## config.mk

```make
export PLATFORM = sky130hd
export DESIGN_NAME = timer_sched_flat
export DESIGN_NICKNAME = d
export VERILOG_FILES = /design/src/rtl/timer_sched_if.sv /design/src/rtl/timer_sched.sv /design/src/flat_wrapper.sv
export SDC_FILE = /design/constraint.sdc
export NUM_CORES = 1
export LEC_CHECK = 0
export CORE_MARGIN = 2
export CORE_UTILIZATION = 40
export CTS_CLUSTER_DIAMETER = 100
export DETAILED_ROUTE_END_ITERATION = 8
export PLACE_DENSITY_LB_ADDON = 0.25
export SETUP_SLACK_MARGIN = 0.3
export SYNTH_ARGS = -nofsm -noshare
export SYNTH_HDL_FRONTEND = slang
export SYNTH_SLANG_ARGS = --single-unit
```

## constraint.sdc

```tcl
create_clock -name clk -period 3.4 [get_ports clk]
set_input_delay 0.68 -clock clk [delete_from_list [all_inputs] [get_ports clk]]
set_output_delay 0.68 -clock clk [all_outputs]
set_load 0.1 [all_outputs]
```

## src/rtl/timer_sched_if.sv

```systemverilog
// Memory-mapped data bus between a requester and the timer/scheduler block.
interface timer_sched_if;
  logic        data_req;
  logic        data_we;
  logic [3:0]  data_be;
  logic [31:0] data_addr;
  logic [31:0] data_wdata;
  logic        data_gnt;
  logic        data_rvalid;
  logic [31:0] data_rdata;

  modport master (
    output data_req, data_we, data_be, data_addr, data_wdata,
    input  data_gnt, data_rvalid, data_rdata
  );

  modport slave (
    input  data_req, data_we, data_be, data_addr, data_wdata,
    output data_gnt, data_rvalid, data_rdata
  );
endinterface

```

## src/rtl/timer_sched.sv

```systemverilog
// Free-running 32-bit counter with N_CH wrap-safe compare channels, optional
// periodic reload, sticky pending bits and a level interrupt.
module timer_sched #(
  parameter int unsigned N_CH = 4,
  parameter logic [19:0] BASE = 20'h00022
) (
  input  logic         clk,
  input  logic         rst,
  timer_sched_if.slave bus,
  output logic         irq
);
  localparam int unsigned DW = 32;
  localparam int unsigned OW = 12;

  typedef struct packed {
    logic          we;
    logic [3:0]    be;
    logic [OW-1:0] off;
    logic [DW-1:0] wdata;
  } acc_t;

  // Encoding doubles as the registered handshake: bit0 = gnt, bit1 = rvalid.
  typedef enum logic [1:0] {
    S_IDLE = 2'b00,
    S_GNT  = 2'b01,
    S_RSP  = 2'b10
  } state_t;

  state_t                  state, state_nxt;
  acc_t                    acc;
  logic                    hit_c;
  logic                    wr_acc, wr_ctrl, wr_pend;
  logic [N_CH-1:0]         ch_hit, wr_cmp, wr_per, wr_cc;
  logic [N_CH-1:0]         fire, reload, w1c;
  logic [DW-1:0]           count;
  logic                    run;
  logic [N_CH-1:0][DW-1:0] cmp, period;
  logic [N_CH-1:0]         en, per_mode, irq_en, pend;
  logic [3:0]              low_pend;
  logic [DW-1:0]           rd_val, rdata;

  assign hit_c = bus.data_req && (bus.data_addr[31:12] == BASE);

  assign bus.data_gnt    = state[0];
  assign bus.data_rvalid = state[1];
  assign bus.data_rdata  = rdata;
  assign irq             = |(pend & irq_en);

  // Handshake state register
  always_ff @(posedge clk or negedge rst) begin
    if (!rst) state <= S_IDLE;
    else      state <= state_nxt;
  end

  // Next state: grant a decoded request unless a grant is already showing
  always_comb begin
    state_nxt = S_IDLE;
    case (state)
      S_GNT:   state_nxt = S_RSP;
      default: if (hit_c) state_nxt = S_GNT;
    endcase
  end

  // Capture the accepted request and the read data of the granted access
  always_ff @(posedge clk or negedge rst) begin
    if (!rst) begin
      acc   <= '0;
      rdata <= '0;
    end else begin
      if (state_nxt == S_GNT) begin
        acc.we    <= bus.data_we;
        acc.be    <= bus.data_be;
        acc.off   <= bus.data_addr[OW-1:0];
        acc.wdata <= bus.data_wdata;
      end
      if (state == S_GNT) rdata <= acc.we ? '0 : rd_val;
    end
  end

  // Register write strobes, effective in the grant cycle
  always_comb begin
    wr_acc  = (state == S_GNT) && acc.we;
    wr_ctrl = wr_acc && (acc.off == 12'h004) && acc.be[0];
    wr_pend = wr_acc && (acc.off == 12'h008) && acc.be[0];
    ch_hit  = '0;
    wr_cmp  = '0;
    wr_per  = '0;
    wr_cc   = '0;
    for (int n = 0; n < int'(N_CH); n++) begin
      ch_hit[n] = (acc.off[OW-1:4] == 8'(n + 1));
      wr_cmp[n] = wr_acc && ch_hit[n] && (acc.off[3:0] == 4'h0);
      wr_per[n] = wr_acc && ch_hit[n] && (acc.off[3:0] == 4'h4);
      wr_cc[n]  = wr_acc && ch_hit[n] && (acc.off[3:0] == 4'h8) && acc.be[0];
    end
    w1c = wr_pend ? acc.wdata[N_CH-1:0] : '0;
  end

  // Counter: clear from CTRL beats the increment
  always_ff @(posedge clk or negedge rst) begin
    if (!rst) begin
      count <= '0;
      run   <= 1'b0;
    end else begin
      if (wr_ctrl) run <= acc.wdata[1];
      if (wr_ctrl && acc.wdata[0]) count <= '0;
      else if (run)                count <= count + 32'd1;
    end
  end

  // Fire when COUNT is at or past CMP within half the counter range
  always_comb begin
    fire   = '0;
    reload = '0;
    for (int n = 0; n < int'(N_CH); n++) begin
      fire[n]   = en[n] && ((count - cmp[n]) < 32'h8000_0000);
      reload[n] = per_mode[n] && (period[n] != '0);
    end
  end

  // Channel registers: bus writes take priority over fire-driven updates
  always_ff @(posedge clk or negedge rst) begin
    if (!rst) begin
      cmp      <= '0;
      period   <= '0;
      en       <= '0;
      per_mode <= '0;
      irq_en   <= '0;
    end else begin
      for (int n = 0; n < int'(N_CH); n++) begin
        if (wr_cmp[n]) begin
          for (int b = 0; b < 4; b++)
            if (acc.be[b]) cmp[n][8*b +: 8] <= acc.wdata[8*b +: 8];
        end else if (fire[n] && reload[n]) begin
          cmp[n] <= cmp[n] + period[n];
        end
        if (wr_per[n]) begin
          for (int b = 0; b < 4; b++)
            if (acc.be[b]) period[n][8*b +: 8] <= acc.wdata[8*b +: 8];
        end
        if (wr_cc[n]) begin
          en[n]       <= acc.wdata[0];
          per_mode[n] <= acc.wdata[1];
          irq_en[n]   <= acc.wdata[2];
        end else if (fire[n] && !reload[n]) begin
          en[n] <= 1'b0;
        end
      end
    end
  end

  // Pending bits: a fire in the same cycle overrides a write-one-to-clear
  always_ff @(posedge clk or negedge rst) begin
    if (!rst) pend <= '0;
    else      pend <= (pend & ~w1c) | fire;
  end

  // Lowest-index pending channel, 4'hF when none
  always_comb begin
    low_pend = 4'hF;
    for (int n = int'(N_CH) - 1; n >= 0; n--)
      if (pend[n]) low_pend = 4'(n);
  end

  // Read mux for the granted offset
  always_comb begin
    rd_val = '0;
    case (acc.off)
      12'h000: rd_val = count;
      12'h008: rd_val = DW'(pend);
      12'h00C: rd_val = {20'h0, low_pend, 7'h0, run};
      default: rd_val = '0;
    endcase
    for (int n = 0; n < int'(N_CH); n++) begin
      if (ch_hit[n]) begin
        case (acc.off[3:0])
          4'h0:    rd_val = cmp[n];
          4'h4:    rd_val = period[n];
          4'h8:    rd_val = DW'({irq_en[n], per_mode[n], en[n]});
          default: rd_val = '0;
        endcase
      end
    end
  end
endmodule

```

## src/flat_wrapper.sv

```systemverilog
// flat-port wrapper written by rule: the top's interface ports become plain ports
module timer_sched_flat 
#(
  parameter int unsigned N_CH = 4,
  parameter logic [19:0] BASE = 20'h00022
)
  (clk, rst, irq, bus_data_req, bus_data_we, bus_data_be, bus_data_addr, bus_data_wdata, bus_data_gnt, bus_data_rvalid, bus_data_rdata);
  timer_sched_if bus_i ();
  input  logic clk;
  input  logic rst;
  output logic irq;
  input wire logic [$bits(bus_i.data_req)-1:0] bus_data_req;
  input wire logic [$bits(bus_i.data_we)-1:0] bus_data_we;
  input wire logic [$bits(bus_i.data_be)-1:0] bus_data_be;
  input wire logic [$bits(bus_i.data_addr)-1:0] bus_data_addr;
  input wire logic [$bits(bus_i.data_wdata)-1:0] bus_data_wdata;
  output wire logic [$bits(bus_i.data_gnt)-1:0] bus_data_gnt;
  output wire logic [$bits(bus_i.data_rvalid)-1:0] bus_data_rvalid;
  output wire logic [$bits(bus_i.data_rdata)-1:0] bus_data_rdata;
  assign bus_i.data_req = bus_data_req;
  assign bus_i.data_we = bus_data_we;
  assign bus_i.data_be = bus_data_be;
  assign bus_i.data_addr = bus_data_addr;
  assign bus_i.data_wdata = bus_data_wdata;
  assign bus_data_gnt = bus_i.data_gnt;
  assign bus_data_rvalid = bus_i.data_rvalid;
  assign bus_data_rdata = bus_i.data_rdata;
  timer_sched #(.N_CH(N_CH), .BASE(BASE)) u_core (.clk(clk), .rst(rst), .bus(bus_i), .irq(irq));
endmodule
```

# ---- Yosys cells after proc, flatten, opt, wreduce, memory -nomap -nowiden
# Index checks and enable logic that the tools add are counted.
dict set report word_totals {
  output_inout_bits 35
  word_cells 232
  input_bits 72
  reg_bits 388
}
dict set report op_classes {
  muxes 39
  add_sub_neg 9
  n_lt_le_gt_ge 4
  eq_ne 28
  n_bitwise 4
  n_reduce_logical 95
}
# operator n
set ops {}
lappend ops {{$mux 32} 15}
lappend ops {{$pmux 32 s3} 5}
lappend ops {{$add 32x32->32} 4}
lappend ops {{$lt 32x32->1 const B} 4}
lappend ops {{$reduce_bool 32->1} 4}
lappend ops {{$sub 32x32->32} 4}
lappend ops {{$reduce_and 2->1} 32}
lappend ops {{$logic_and 1x1->1} 43}
lappend ops {{$add 32x1->32 const B} 1}
lappend ops {{$mux 8} 4}
lappend ops {{$ne 2x1->1 const B} 16}
lappend ops {{$eq 12x4->1 const B} 2}
lappend ops {{$eq 20x6->1 const B} 1}
lappend ops {{$mux 4} 5}
lappend ops {{$reduce_bool 2->1} 9}
lappend ops {{$eq 8x2->1 const B} 2}
lappend ops {{$eq 12x3->1 const B} 1}
lappend ops {{$logic_not 12->1} 1}
lappend ops {{$mux 1} 9}
lappend ops {{$and 4x4->4} 2}
lappend ops {{$eq 8x1->1 const B} 1}
lappend ops {{$eq 8x3->1 const B} 1}
lappend ops {{$eq 2x1->1 const B} 2}
lappend ops {{$eq 4x3->1 const B} 1}
lappend ops {{other kinds (7)} 10}

# ---- Depth between registers and ports, before layout
# Gate-level depths: netlist of run 1.
dict set report logic_depth {
  ltp_word 10
  ltp_mapped 14
  ltp_nobuf 13
}

# ---- Worst setup path before layout of run 1
# Ideal clock, no wire load.
dict set report synth_path {
  path_type {register -> register}
  start {register u_core.state[1]}
  end {register u_core.cmp[90] (netlist name)}
  path_buffers 3
  path_stages_with_launch 14
  path_slack_ns 0.232
  period_less_slack_ns 3.168
  t_required_ns 3.259
  t_arrival_ns 3.027
  setup_time_ns 0.141
  path_cell_list {dfrtp_1 nand2b_1 clkbuf_1 inv_1 nand3_1 nor2_1 nor2_1 and3_1 mux2_2 or2_2 clkbuf_1 clkbuf_1 nor2_1 a31oi_1}
}
dict set report synth_between {
  elab_chain_cells 6
  elab_cells_between_ends 8
  cone_classes {eq/ne: 2; mux: 1; reduce/logical: 5}
}
# item line_no
set synth_rtl {}
lappend synth_rtl {{start: declaration} timer_sched.sv:29} ;# state_t state, state_nxt;
lappend synth_rtl {{start signal: assignment} timer_sched.sv:52} ;# else state <= state_nxt;
lappend synth_rtl {{$eq 2x1->1 *} timer_sched.sv:82} ;# wr_acc = (state == S_GNT) && acc.we;
lappend synth_rtl {{$logic_and 1x1->1 *} timer_sched.sv:82}
lappend synth_rtl {{$logic_and 1x1->1 * (2 in a row)} timer_sched.sv:91} ;# wr_cmp[n] = wr_acc && ch_hit[n] && (acc.off[3:0] == 4'h0);
lappend synth_rtl {{$ne 2x1->1 (no source line) / $reduce_bool 2->1 (equally long branches)} -}
lappend synth_rtl {{$reduce_and 2->1 (no source line)} -}
lappend synth_rtl {{end signal: indexed assignment} timer_sched.sv:132} ;# if (acc.be[b]) cmp[n][8*b +: 8] <= acc.wdata[8*b +: 8];
lappend synth_rtl {{end signal: indexed assignment} timer_sched.sv:134} ;# cmp[n] <= cmp[n] + period[n];
lappend synth_rtl {{end: declaration} timer_sched.sv:37} ;# logic [N_CH-1:0][DW-1:0] cmp, period;
# Mark *: on every way between the ends. The rest lies on a longest branch, timed or not.
# A chain may end at the register's enable or synchronous reset.

# ---- Final worst setup path of run 1
dict set report layout_path {
  start {register u_core.period[108] (netlist name)}
  end {register u_core.cmp[127] (netlist name)}
}
dict set report layout_between {
  elab_chain_cells 5
  elab_cells_between_ends 8
  cone_classes {add/sub: 1; mux: 2; reduce/logical: 5}
}
# item line_no
set layout_rtl {}
lappend layout_rtl {{start: declaration} timer_sched.sv:37}
lappend layout_rtl {{start signal: indexed assignment} timer_sched.sv:138} ;# if (acc.be[b]) period[n][8*b +: 8] <= acc.wdata[8*b +: 8];
lappend layout_rtl {{parallel branches: the longest is 5 deep, another holds $add 32x32->32} -}
# Several ways; the timed one is not identified. The select of a mux whose other input is x is not followed.

==> out/metrics.cfg, run 1 <==
[outcome]
status=completed

[route]
drt_first_pass_iters=5
drc=0
num_vias=26424
drt-wirelength-per-cell_um=24.5
viasPerCell=6.04
routed_wl_mm=107
dr.first_iter.drc_count=2529
ant_nets=0

[critical_path]
startpoint=u_core.period[108]
cp_data_required_time_ns=3.89
path_class=reg -> reg
critPathMaxFanout=3
reg2reg_to=u_core.cmp[127]
r2r_start=u_core.period[108]
cp_num_buf_inv=2
crit_chain=ha_4, nand4_1, or4_4, a211oi_4, a211oi_2, buf_4, o21ai_4, o31ai_2, buf_4, o21ai_4, mux2i_1, nor4_1, or3b_1
critical_path.slowest_cell=or4_4
cp_num_cells=13
reg2reg_depth=13
endpoint=u_core.cmp[127]
r2r_slack_ns=0.20
crit_arrival_ns=3.69
start_kind=flop
max_stage_delay_ns=0.52
cp_top_family=simple AND/OR/NAND/NOR gates
end_kind=flop

[layout]
fin_util_pct=51.1
syn2layout_area_growth_pct=26.2
diodes=0
seqCellArea_um2=9730
layout-drive-gt1-share_pct=25.5
num-fill-cells=6331
final_cells=4375
multiInputGateArea_um2=18200
nets=3726

[placed_design]
dpl.cell_count=4209
dp_hpwl_mm=80.2
pre_cts_slack_ns=-0.202
gp_congestion=1.01
portBuffers=106

[synthesis]
ys_ff_latch=388
yosysTopAreaCell=dfrtp_1
synthFlopType=dfrtp_1
synth_commonest_cells=dfrtp_1, nand2_1, ha_1, a21oi_1, mux2_2
netlist_instances=3059
synth_fp_nets=3380
async_reset_ff_share_pct=100
synth_area_leaders=dfrtp_1, ha_1, mux2_2
ys_seq_area_share_pct=34.8
synth_top_family_by_area=compound AO/OA/AOI/OAI gates
synth_mux_area_share_pct=10.2
postSynthAreaPerCell_um2=9.12
yosysUniqueCellTypes=89
synth_compound_area_share_pct=21.7
synth_simple_gate_area_share_pct=14.0
netlist.area_leader.share_pct=34.8
synthAdderAreaFrac_pct=11.3
synth.most_common_cell=dfrtp_1
yosysWarnings=0
synth_xor_area_share_pct=3.70
synth_edf_count=0
synthesis.area_um2=27900

[sta]
min_period_ns=3.20
slew_viol_final=0
fin_skew_ns=0.0439
timing.final.crit_share_pct=94.1
rsz0062_at_grt=true
final-setup-viol-count=0
hold_viol=0
tightest_slew_ns=1.12
relSlewSlack_pct=25.4
fin_ws_ns=0.201
fmax_mhz=313
hold_slack_ns=0.0308

[power_and_ir_drop]
power_uw=10400
power_density_nw_per_um2=295
ir_drop_mv=0.300
p_leak_uw=0.0166

[grt]
grt_usage_pct=29.5
grt_overflow=0
grt_max_degree=79
antenna_found_initial=5
grt_pass1_vias=26098
grt_first_pass_wirelength_mm=161

[clocking]
cts_tree=done
clock_sinks=388
path_clk_slew_ns=0.06
cts_buffers=49
insertion_delay_ns=0.63
cts_max_path_buffers=3
cts-root-buf=clkbuf_16
htree_levels=2

[hold_path]
hp-class=in -> async

[job]
maxCapViolCount=0

[die]
initial_core_util_pct=40.5
dieHeight_um=268
boundaryPins=107
core_um2=68800
die-area_um2=71900
die_w_um=268
rows=96

==> cells in the final DEF (no fill, tap or decap), drive strengths merged, types with 16 or more instances in the layout <==
cell and instances:
dfrtp 388, clkbuf 66, nand4 50, nor2 203, xnor2 65, or3 16, ha 245, xor2 52
and3 24, inv 171, a21o 116, nor4 50, mux2 209, nand2b 28, a211oi 48, mux2i 47
a22oi 121, o21bai 16, nor3 44, buf 370, nand3 52, o21ai 170, a21oi 210, a31oi 42
clkdlybuf4s50 70, o22ai 59, o21a 23, nor2b 26, nand2 261
==> worst min-delay path by stage <==
stage	endpoint	slack [ns]	cells after the start
2_1_floorplan	u_core.acc[0]	0.38	0
3_3_place_gp	u_core.bus.data_rdata[15]	0.46	2
3_5_place_dp	u_core.bus.data_rdata[14]	0.47	2
4_1_cts	u_core.acc[35]	0.08	1
5_1_grt	u_core.acc[1]	0.08	1
6_report	u_core.period[34]	0.03	1
==> registers in the layout, indices dropped and copies added, names as in the netlist <==
signal	cells
u_core.cmp	128
u_core.period	128
u_core.acc	49
u_core.bus.data_rdata	32
u_core.count	32
u_core.en	4
u_core.irq_en	4
u_core.pend	4
u_core.per_mode	4
u_core.state	2
u_core.run	1
==> per-stage QoR <==
step	setup TNS [ns]	cell area, um^2
2_1_floorplan	0	27900
3_3_place_gp	-0.289	31600
3_5_place_dp	-0.638	31600
4_1_cts	0	34100
5_1_grt	0	35200
6_report	0	35200
==> kinds of logic after synthesis <==
logic type,Yosys count
multiplexers,256
buffers and inverters,316
adder cells (fa/ha/maj),249
AND/OR/NAND/NOR,813
AO/OA/AOI/OAI,920
XOR/XNOR,117
flip-flops,388
==> layer usage <==
| layer | share of wire [%] | routed length, um | vias up | GRT usage [%] |
|---|---|---|---|---|
| met5 | 0 | 0 | - | 0 |
| met4 | 3.9 | 4230 | 0 | 11.0 |
| met3 | 7.5 | 8100 | 217 | 4.45 |
| met2 | 45 | 48000 | 1048 | 46.3 |
| met1 | 44 | 47000 | 13154 | 41.1 |
| li1 | - | - | 12005 | - |
==> area by class of cell <==
| cell class | count | share of cell area [%] |
|---|---|---|
| Tap cell | 931 | 3.31 |
| Multi-Input combinational cell | 2356 | 51.8 |
| Clock inverter | 24 | 0.857 |
| Sequential cell | 388 | 27.6 |
| Inverter | 170 | 1.82 |
| Timing Repair Buffer | 440 | 10.7 |
| Clock buffer | 66 | 3.98 |
==> report_power, final <==
group | switching, uW | internal (uW)
Combinational | 115 | 86.4
Clock | 2290 | 3280
Sequential | 0.0717 | 4620
==> timing repair <==
item                       in CTS  in global routing
buffers inserted               38                 37
hold buffers                    0                  0
gates cloned                    0                  1
resized for setup              93                184
pin swaps                      74                116
setup endpoints to repair     107                137
Power figures use the tool's default switching activity.
==> run 2, diff against run 1 <==
--- a/config.mk
+++ b/config.mk
@@ -8,8 +8,9 @@
 export CORE_MARGIN = 2
 export CORE_UTILIZATION = 40
 export CTS_CLUSTER_DIAMETER = 100
+export CTS_CLUSTER_SIZE = 40
 export DETAILED_ROUTE_END_ITERATION = 8
-export PLACE_DENSITY_LB_ADDON = 0.25
+export PLACE_DENSITY_LB_ADDON = 0.2
 export SETUP_SLACK_MARGIN = 0.3
 export SYNTH_ARGS = -nofsm -noshare
 export SYNTH_HDL_FRONTEND = slang
==> run 2 against run 1 <==
Effect of this change: hold slack improved by 0.039 ns; design area decreased by 2.6%; final cell count decreased by 1.8%; register-to-register slack got worse by 0.02 ns; fmax decreased by 0.67%; die area unchanged; largest power group is now sequential cells; clock skew decreased by 0.0069 ns; global-route usage decreased by 0.42 points; critical path type unchanged; utilization decreased by 1.3 points; critical endpoint unchanged; highest routed layer unchanged.
==> out/metrics.cfg, run 2 (synthesized netlist as in run 1, its figures left out) <==
[sta]
rsz0062_at_grt=true
tightest_slew_ns=1.01
final-setup-viol-count=0
tns_ns=0
hold_viol=0
slew_viol_final=0
timing.final.crit_share_pct=94.7
fmax_mhz=310
fin_skew_ns=0.0370
min_period_ns=3.22
relSlewSlack_pct=32.8
hold_slack_ns=0.0699

[grt]
grt_max_degree=73
antenna_found_initial=2
grt_first_pass_wirelength_mm=158
grt_usage_pct=29.1
grt_pass1_vias=25732
grt_overflow=0

[layout]
final_cells=4295
fin_util_pct=49.8
final_common_cell=dfrtp_1
reg_top3=u_core.cmp x128, u_core.period x128, u_core.acc x49
layout-drive-gt1-share_pct=24.0
layout_common_cells=dfrtp_1, buf_4, nand2_1
nets=3668
syn2layout_area_growth_pct=22.9
seqCellArea_um2=9720
num-fill-cells=6456
multiInputGateArea_um2=18400

[route]
drc=0
num_vias=26179
ant_nets=0
drt-wirelength-per-cell_um=25.1
viasPerCell=6.10
drt_first_pass_iters=6
dr.first_iter.drc_count=2204
routed_wl_mm=108

[hold_path]
hp-class=in -> async

[power_and_ir_drop]
p_int_uw=6100
power_density_nw_per_um2=240
switching_share_pct=25.8
p_leak_uw=0.0161
power_uw=8220
p_comb_share_pct=2.4
clkPwrFrac_pct=41.5
power.net_switching_uw=2120
ir_drop_mv=0.377
p_seq_share_pct=56.1

[clocking]
htree_levels=1
path_clk_slew_ns=0.12
cts_max_path_buffers=3
cts_tree=done
insertion_delay_ns=0.63
clock_sinks=388
cts_buffers=22
cts-root-buf=clkbuf_16

[critical_path]
crit_arrival_ns=3.71
crit_chain=buf_6, ha_4, nand3_4, or4_4, a211oi_4, a211oi_4, o21ai_2, o31ai_2, buf_4, o21ai_4, mux2i_2, nor4_1, or3b_1
reg2reg_depth=13
critPathMaxFanout=3
worst_path_most_repeated_cell=a211oi_4
end_kind=flop
critical_path.slowest_cell=dfrtp_2
reg2reg_to=u_core.cmp[127]
cp_data_required_time_ns=3.89
r2r_slack_ns=0.18
max_stage_delay_ns=0.47
start_kind=flop
r2r_start=u_core.cmp[112]
path_class=reg -> reg

[job]
maxCapViolCount=0

[die]
die_w_um=268
initial_core_util_pct=40.5
rows=96
boundaryPins=107
die-area_um2=71900
dieHeight_um=268
core_um2=68800

[outcome]
status=completed

[placed_design]
gp_congestion=0.971
portBuffers=106
dpl.cell_count=4158
dp_hpwl_mm=80.4

-- run 2: cell count changes in the layout (fill, tap and decap cells not counted), moves of 9 or more --
| cell | change |
|---|---|
| nor2_2 | +11 |
| mux2_2 | -15 |
| a21oi_2 | -9 |
| clkbuf_16 | -26 |
| clkbuf_8 | -11 |
| buf_6 | +9 |
| buf_4 | -42 |
| nor2_1 | -12 |
| mux2_4 | +15 |
-- run 2: per-layer routing --
layer / up-vias / track usage, % / wire length (um)
met4: 0 / 14.2 / 5700
met5: - / 0 / 0
met1: 13047 / 38.8 / 46400
met2: 1005 / 46.0 / 48600
met3: 244 / 4.53 / 7230
li1: 11883 / - / -
-- run 2: critical path, delay by kind of cell (launching register included) --
| family | cells | cell delay, ns |
|---|---|---|
| adder cells (fa/ha/maj) | 1 | 0.28 |
| flip-flops | 1 | 0.47 |
| AND/OR/NAND/NOR | 4 | 0.96 |
| AO/OA/AOI/OAI | 5 | 0.82 |
| buffers and inverters | 2 | 0.29 |
| multiplexers | 1 | 0.26 |
-- run 2: per-stage QoR --
step	worst slack [ns]	cell area, um^2
floorplan	0.422	27900
global placement	-0.319	31200
detailed placement	-0.184	31200
CTS	0.240	33000
global route	0.0540	34300
finish	0.179	34300
-- run 2: power by group through the flow --
stage	Sequential (uW)	Clock [uW]	Combinational (uW)
6_report	4610	3410	196
4_1_cts	4610	3470	204
3_3_place_gp	4700	0	200
5_1_grt	4610	3630	221
3_5_place_dp	4700	0	203
2_1_floorplan	4700	0	2.23
-- run 2: repair_timing --
item                       CTS  global route
setup buffers               57            38
hold buffers                 0             0
gates resized for setup    101           224
setup endpoints to repair  104           121
pin swaps                   51            91
gates cloned                 0             1
-- run 2: cell type report --
type / count / share of cell area [%]
timing repair buffer: 410 / 10.5
clock buffer: 22 / 1.61
tap: 931 / 3.40
sequential: 388 / 28.3
antenna: 2 / 0.0146
clock inverter: 17 / 0.719
multi-input combinational: 2355 / 53.6
inverter: 170 / 1.86
-- run 2: worst max path at each step --
stage	from	endpoint	slack [ns]	cells past startpoint
floorplan	u_core.period[33]	u_core.cmp[51]	0.42	11
global placement	u_core.period[62]	u_core.cmp[56]	-0.32	10
detailed placement	u_core.period[62]	u_core.cmp[56]	-0.18	10
CTS	u_core.cmp[48]	u_core.cmp[32]	0.24	16
global route	u_core.cmp[112]	u_core.cmp[127]	0.05	13
finish	u_core.cmp[112]	u_core.cmp[127]	0.18	13
